[src/rtl/nco_cfg_arbiter.sv]
// Two-requester round-robin arbiter in front of a single NCO configuration port.
// One transaction at a time: grant, strobe configCtl, await ACK/Done (with timeout), respond.
module nco_cfg_arbiter #(
    parameter int unsigned FRE_MOD_WIDTH    = 32,
    parameter int unsigned PHA_MOD_WIDTH    = 32,
    parameter int unsigned CONFIT_CTL_WIDTH = 4,
    parameter int unsigned TIMEOUT_CYCLES   = 1024
) (
    input  logic                          CLK,
    input  logic                          RST,
    input  logic [1:0]                    req_valid,
    output logic [1:0]                    req_ready,
    input  logic [2*CONFIT_CTL_WIDTH-1:0] req_ctl,
    input  logic [2*FRE_MOD_WIDTH-1:0]    req_freq,
    input  logic [2*PHA_MOD_WIDTH-1:0]    req_pha,
    output logic [1:0]                    req_done,
    output logic [1:0]                    req_err,
    output logic [FRE_MOD_WIDTH-1:0]      configFreqMod,
    output logic [PHA_MOD_WIDTH-1:0]      configPhasMod,
    output logic [CONFIT_CTL_WIDTH-1:0]   configCtl,
    input  logic                          isConfigACK,
    input  logic                          isConfigDone,
    output logic                          busy,
    output logic                          grant_id
);

    localparam int unsigned CNT_W = $clog2(TIMEOUT_CYCLES + 1);
    localparam logic [CNT_W-1:0] CNT_LAST = CNT_W'(TIMEOUT_CYCLES - 1);

    typedef enum logic [2:0] {StIdle, StIssue, StWaitAck, StWaitDone, StResp} state_e;

    state_e                        r_state, w_next;
    logic   [CNT_W-1:0]            r_cnt;
    logic                          r_last;
    logic                          r_grant;
    logic                          r_err;
    logic   [CONFIT_CTL_WIDTH-1:0] r_ctl;
    logic   [FRE_MOD_WIDTH-1:0]    r_freq;
    logic   [PHA_MOD_WIDTH-1:0]    r_pha;
    logic                          w_win;
    logic                          w_hs;
    logic                          w_fail;
    logic                          w_timeout;

    // On a tie the requester not granted last wins; a lone request wins outright.
    assign w_win     = (req_valid == 2'b11) ? ~r_last : req_valid[1];
    assign w_hs      = (r_state == StIdle) && (req_valid != 2'b00);
    assign w_timeout = (r_cnt == CNT_LAST);

    always_ff @(posedge CLK) begin
        if (RST) begin
            r_state <= StIdle;
        end else begin
            r_state <= w_next;
        end
    end

    always_comb begin
        w_next = r_state;
        w_fail = 1'b0;
        unique case (r_state)
            StIdle: begin
                if (w_hs) w_next = StIssue;
            end
            StIssue: begin
                if (r_ctl == '0) begin
                    w_next = StResp;
                    w_fail = 1'b1;
                end else begin
                    w_next = StWaitAck;
                end
            end
            StWaitAck: begin
                if (isConfigACK && isConfigDone) begin
                    w_next = StResp;
                end else if (isConfigACK) begin
                    w_next = StWaitDone;
                end else if (w_timeout) begin
                    w_next = StResp;
                    w_fail = 1'b1;
                end
            end
            StWaitDone: begin
                if (isConfigDone) begin
                    w_next = StResp;
                end else if (w_timeout) begin
                    w_next = StResp;
                    w_fail = 1'b1;
                end
            end
            StResp:  w_next = StIdle;
            default: w_next = StIdle;
        endcase
    end

    always_comb begin
        req_ready = 2'b00;
        req_done  = 2'b00;
        req_err   = 2'b00;
        configCtl = '0;
        busy      = (r_state != StIdle);
        grant_id  = r_grant;
        case (r_state)
            StIdle: begin
                if (req_valid != 2'b00) req_ready[w_win] = 1'b1;
            end
            StIssue: configCtl = r_ctl;
            StResp: begin
                req_done[r_grant] = 1'b1;
                req_err[r_grant]  = r_err;
            end
            default: ;
        endcase
    end

    // Handshake is the ISSUE entry, so the NCO words are the holding registers themselves.
    always_ff @(posedge CLK) begin
        if (RST) begin
            r_cnt   <= '0;
            r_last  <= 1'b1;
            r_grant <= 1'b0;
            r_err   <= 1'b0;
            r_ctl   <= '0;
            r_freq  <= '0;
            r_pha   <= '0;
        end else begin
            if (w_hs) begin
                r_grant <= w_win;
                r_last  <= w_win;
                r_ctl   <= w_win ? req_ctl[2*CONFIT_CTL_WIDTH-1:CONFIT_CTL_WIDTH]
                                 : req_ctl[CONFIT_CTL_WIDTH-1:0];
                r_freq  <= w_win ? req_freq[2*FRE_MOD_WIDTH-1:FRE_MOD_WIDTH]
                                 : req_freq[FRE_MOD_WIDTH-1:0];
                r_pha   <= w_win ? req_pha[2*PHA_MOD_WIDTH-1:PHA_MOD_WIDTH]
                                 : req_pha[PHA_MOD_WIDTH-1:0];
            end
            if (w_next == StResp && r_state != StResp) begin
                r_err <= w_fail;
            end
            if (w_next != r_state) begin
                r_cnt <= '0;
            end else if (r_state == StWaitAck || r_state == StWaitDone) begin
                r_cnt <= r_cnt + 1'b1;
            end
        end
    end

    assign configFreqMod = r_freq;
    assign configPhasMod = r_pha;

endmodule

[config.mk]
export PLATFORM = sky130hd
export DESIGN_NAME = nco_cfg_arbiter
export DESIGN_NICKNAME = d
export VERILOG_FILES = /design/src/rtl/nco_cfg_arbiter.sv
export SDC_FILE = /design/constraint.sdc
export NUM_CORES = 1
export LEC_CHECK = 0
export CAP_MARGIN = 10
export CORE_ASPECT_RATIO = 0.7
export CORE_UTILIZATION = 34
export DETAILED_ROUTE_END_ITERATION = 10
export GPL_ROUTABILITY_DRIVEN = 0
export PLACE_DENSITY = 0.78
export SYNTH_ARGS = -nofsm -noshare
export SYNTH_HDL_FRONTEND = slang
export SYNTH_SLANG_ARGS = --single-unit
[constraint.sdc]
create_clock -name CLK -period 1.64 [get_ports CLK]
set_input_delay 0.164 -clock CLK [delete_from_list [all_inputs] [get_ports CLK]]
set_output_delay 0.164 -clock CLK [all_outputs]
set_load 0.02 [all_outputs]
### After elaboration in Yosys (flattened, before gate mapping)

Index checks and enable logic that the tools add are counted.

* register bits: 85
* output and inout port bits: 76
* word-level logic and storage cells: 61

* $add $sub $neg: 1
* $lt $le $gt $ge: 4
* equality and inequality tests: 9
* mux-type cells: 26
* bitwise logic cells: 2
* reductions and logical operators: 11

Operators with widths (number)
* two-way mux 32 bit: 2
* two-way mux 3 bit: 6
* case mux 3 bit (4 select lines): 1
* adder 11 x 1 -> 11 bit (second input constant): 1
* equality test 11 x 10 -> 1 bit (second input constant): 1
* two-way mux 1 bit: 8
* two-way mux 2 bit: 4
* two-way mux 4 bit: 2
* equality test 3 x 2 -> 1 bit (second input constant): 2
* equality test 3 bit (second input constant): 2
* logical AND 1 bit: 5
* logical NOT 4 bit: 1
* less-than comparator 1 x 2 -> 1 bit (second input constant): 2
* equality test 3 x 1 -> 1 bit (second input constant): 1
* logical NOT 3 bit: 1
* inequality test 3 bit: 1
* inequality test 3 bit (second input constant): 1
* case mux 1 bit (3 select lines): 1
* nonzero test 3 bit: 1
* bitwise AND 2 bit: 1
* demux 1 bit (select 1 bit): 2
* equality test 2 bit (second input constant): 1
* >= comparator 1 bit (second input constant): 2
* nonzero test 2 bit: 1
* other kinds (3): 3

### Logic depth before layout (Yosys ltp)

* word-level depth: 8
* mapped depth: 8
* gate-level depth less buffers: 6

### Worst setup path before layout

No wires, ideal clock.

* kind: flip-flop to flip-flop
* start: register r_cnt[4]
* end: register r_cnt[0]
* setup time: 0.115 ns
* data arrival time: 1.483 ns
* required time: 1.525 ns
* path slack: 0.043 ns
* cell stages (with the launch flop): 7
* clock period less this slack: 1.597 ns
* path through: dfxtp_1 > nand4_2 > or4_1 > and4_1 > nand3_2 > buf_6 > nor2_1

* word-level cells in the longest chain between the ends: 7

RTL lines
* from (decl): line 33 `logic [CNT_W-1:0] r_cnt;`
* from (signal assigned): line 143 `r_cnt <= r_cnt + 1'b1;`
* equality test 11 x 10 -> 1 bit (*): line 48 `assign w_timeout = (r_cnt == CNT_LAST);`
* two-way mux 3 bit (*): line 78, 86
* two-way mux 3 bit: line 76 `end else if (isConfigACK) begin`
* two-way mux 3 bit: line 74 `if (isConfigACK && isConfigDone) begin`
* case mux 3 bit (4 select lines) (*): line 61 `unique case (r_state)`
* inequality test 3 bit (*): line 140 `if (w_next != r_state) begin`
* OR reduction 2 bit (no source line) (*)

Every way passes the cells marked *; elsewhere a longest branch is shown, timed or not.
A chain may end at the register's enable or synchronous reset.

### Worst setup path after layout

* start: register r_state[2]
* end: register r_err

* word-level cells in the longest chain between the ends: 6

RTL lines
* from (decl): line 32 `state_e r_state, w_next;`
* from (signal assigned): line 52 `r_state <= StIdle;`
* from (signal assigned): line 54 `r_state <= w_next;`
* two-way mux 3 bit or logical NOT 3 bit (tied branches)
* two-way mux 3 bit or logical AND 1 bit (tied branches): line 76, 47
* two-way mux 3 bit (on tied branches): line 74, 63
* case mux 3 bit (4 select lines): line 61
* equality test 3 bit: line 137 `if (w_next == StResp && r_state != StResp) begin`
* logical AND 1 bit: line 137
* to (signal assigned): line 138 `r_err <= w_fail;`
* to (decl): line 36 `logic r_err;`

Several ways; a longest one is shown, not always the timed one.

==> flow_summary.json <==
{
  "status": "complete, but fails checks",
  "violations": "negative setup slack",
  "grt_pass1_wl_mm": 18.7,
  "start_kind": "register",
  "synth.net_count": 516,
  "chipHeight_um": 87.7,
  "synth_area_leaders": "dfxtp_1 48%, a222oi_1 11%, nor2_1 9.4%",
  "yosysMostFrequentCell": "nor2_1",
  "cts.clk_slew.worst_paths_ns": 0.07,
  "diodes": 0,
  "die_x_um": 124,
  "crit_path_start": "r_state[2]",
  "antenna_found_initial": 0,
  "cts.sinks": 85,
  "worstMarginPinSlew_ns": 0.518,
  "numCtsBuffers": 9,
  "synth_cell_types": 37,
  "yosysSeqAreaShare": 0.477,
  "die_area_mm2": 0.0109,
  "drt-initial-drc-count": 308,
  "port_buffers": 217,
  "fin_crit_sh": 1.01,
  "hold_class": "in2reg",
  "avgViaCountPerCell": 5.27,
  "multiInputGateArea_mm2": 0.00175,
  "firstDrtPassIters": 8,
  "area.growth.synth_to_final_pct": 81.5,
  "synthCells": 373,
  "grt_max_degree": 75,
  "layout.nets": 743,
  "synth.top_cells.by_count": "89 x nor2_1, 85 x dfxtp_1, 40 x a222oi_1",
  "cap_violations": 0,
  "p_int_w": 0.00576,
  "r2r-start": "r_state[2]",
  "cts_tree": "done",
  "grt_usage": 0.216,
  "critPathRequiredTime_ns": 1.88,
  "wl_per_cell_um": 16.5,
  "ant_nets": 0,
  "worstSetupPathType": "reg2reg",
  "htree_levels": 3,
  "worst_setup_path_end_kind": "register",
  "avgSynthCellArea_um2": 9.56,
  "fillers": 757,
  "synthFlopType": "dfxtp_1",
  "clockBufferDepth": 2,
  "yosys.area.top_type": "dfxtp_1",
  "yosysWarnings": 0,
  "setup_viol": 1,
  "ir_drop_mv": 0.698,
  "vias": 3864,
  "period_needed_ns": 1.65,
  "synth-seq-cells": 85,
  "fmax_mhz": 606,
  "cts-root-buf": "clkbuf_16",
  "fp-row-count": 30,
  "final_layout_size_suffix_gt1_frac": 0.131,
  "path_max_fanout": 6,
  "synth_edf_count": 0,
  "relSlewSlack": 0.652,
  "power.share.switching": 0.335,
  "hold_buffers": 0,
  "setup_slack_ns": -0.00997,
  "cellPowerDensity_mw_per_mm2": 1340,
  "initial_core_util": 0.358,
  "clkLatencyLatePin_ns": 0.33,
  "synth_top_area_share": 0.477,
  "core_mm2": 0.00995,
  "seq_area_mm2": 0.00171,
  "p_total_w": 0.00865,
  "drv_slew": 0,
  "crit_arrival_ns": 1.89,
  "grt_overflow": 0,
  "hold_viol_final": 0,
  "holdCritStartpoint": "RST",
  "first_global_vias": 3855,
  "p_clk_frac": 0.270,
  "hpwl_mm": 8.71,
  "final.setup.tns_ns": -0.00997,
  "p_sw_w": 0.00289,
  "drcViolationCount": 0,
  "pwr-share-comb": 0.412,
  "seqPwrFrac": 0.317,
  "rsz0062_at_grt": "true",
  "clock_skew_ns": 0.00909,
  "drt_wl_total_mm": 12.1,
  "syn-cell-area_mm2": 0.00356,
  "async_flop_share": 0,
  "leakage_nw": 2.47,
  "io_pins": 218
}
-- area by class of cell --
cell class | instances | share of cell area
Clock inverter | 7 | 0.0190
Timing Repair Buffer | 249 | 0.383
Clock buffer | 9 | 0.0348
Multi-Input combinational cell | 248 | 0.271
Sequential cell | 85 | 0.264
Inverter | 7 | 0.00406
Tap cell | 128 | 0.0248
-- worst max-delay path, stage by stage (launching register included) --
cell and delay (ns):
dfxtp_2 0.35, buf_4 0.17, nor2b_4 0.16, a21boi_1 0.24
nand2_1 0.18, and3_1 0.23, a221oi_1 0.24
-- worst paths after layout --
path | end | slack (ns) | cells past startpoint
worst min-delay path | configPhasMod[15] | 0.33 | 3
worst max register to register | r_err | -0.01 | 6
worst min register to register | r_state[1] | 0.49 | 1
worst max-delay path | r_err | -0.01 | 6
-- logic make-up after synthesis --
| group | after synthesis | share of synthesized area |
|---|---|---|
| compound gates | 79 | 0.195 |
| xor+xnor | 10 | 0.0246 |
| flops | 85 | 0.477 |
| simple gates | 127 | 0.159 |
| mux | 30 | 0.0842 |
| buf+inv | 41 | 0.0565 |
| fa+ha+maj | 1 | 0.00351 |
-- what timing repair did --
item / 4_1_cts / 5_1_grt
gates cloned: 1 / 1
resized for setup: 35 / 21
pin swaps: 1 / 7
setup endpoints to repair: 27 / 68
buffers inserted: 0 / 1
-- stage by stage --
stage          cells  hold slack (ns)  utilization  setup WS, ns  area [um2]
2_1_floorplan    373            0.275            -        0.0427        3560
3_3_place_gp     714            0.483        0.605        -0.226        6020
3_5_place_dp     714            0.492        0.605        -0.274        6020
4_1_cts          731            0.323        0.644       0.00463        6400
5_1_grt          733            0.339        0.650       -0.0651        6470
6_report         733            0.333        0.650      -0.00997        6470
-- cell usage in the layout, fill, tap and decap left out, types with 8 or more instances in the layout --
cell               n
dfxtp_1           80
clkdlybuf4s50_1  205
a211oi_1          30
clkbuf_16         10
a222oi_1          40
mux2i_1           30
nor2_1            85
buf_4             23
nand2_1            8
-- layer usage --
metal,track usage,share of wire
met5,0,0
met3,0.0825,0.090
met1,0.240,0.40
met2,0.382,0.48
met4,0.0821,0.022
-- power groups by stage --
| stage | combinational (W) | sequential (W) | clock [W] |
|---|---|---|---|
| floorplan | 0.00139 | 0.00319 | 0 |
| global placement | 0.00335 | 0.00275 | 0 |
| detailed placement | 0.00343 | 0.00278 | 0 |
| CTS | 0.00345 | 0.00274 | 0.00240 |
| global route | 0.00380 | 0.00280 | 0.00249 |
| finish | 0.00357 | 0.00275 | 0.00234 |
-- sequential cells by signal (all words and copies together), names as in the netlist --
| name | flops |
|---|---|
| r_ctl | 4 |
| r_err | 1 |
| configFreqMod | 32 |
| r_state | 3 |
| r_last | 1 |
| r_cnt | 11 |
| grant_id | 1 |
| configPhasMod | 32 |
No activity file was read; power rests on OpenSTA's default activity.
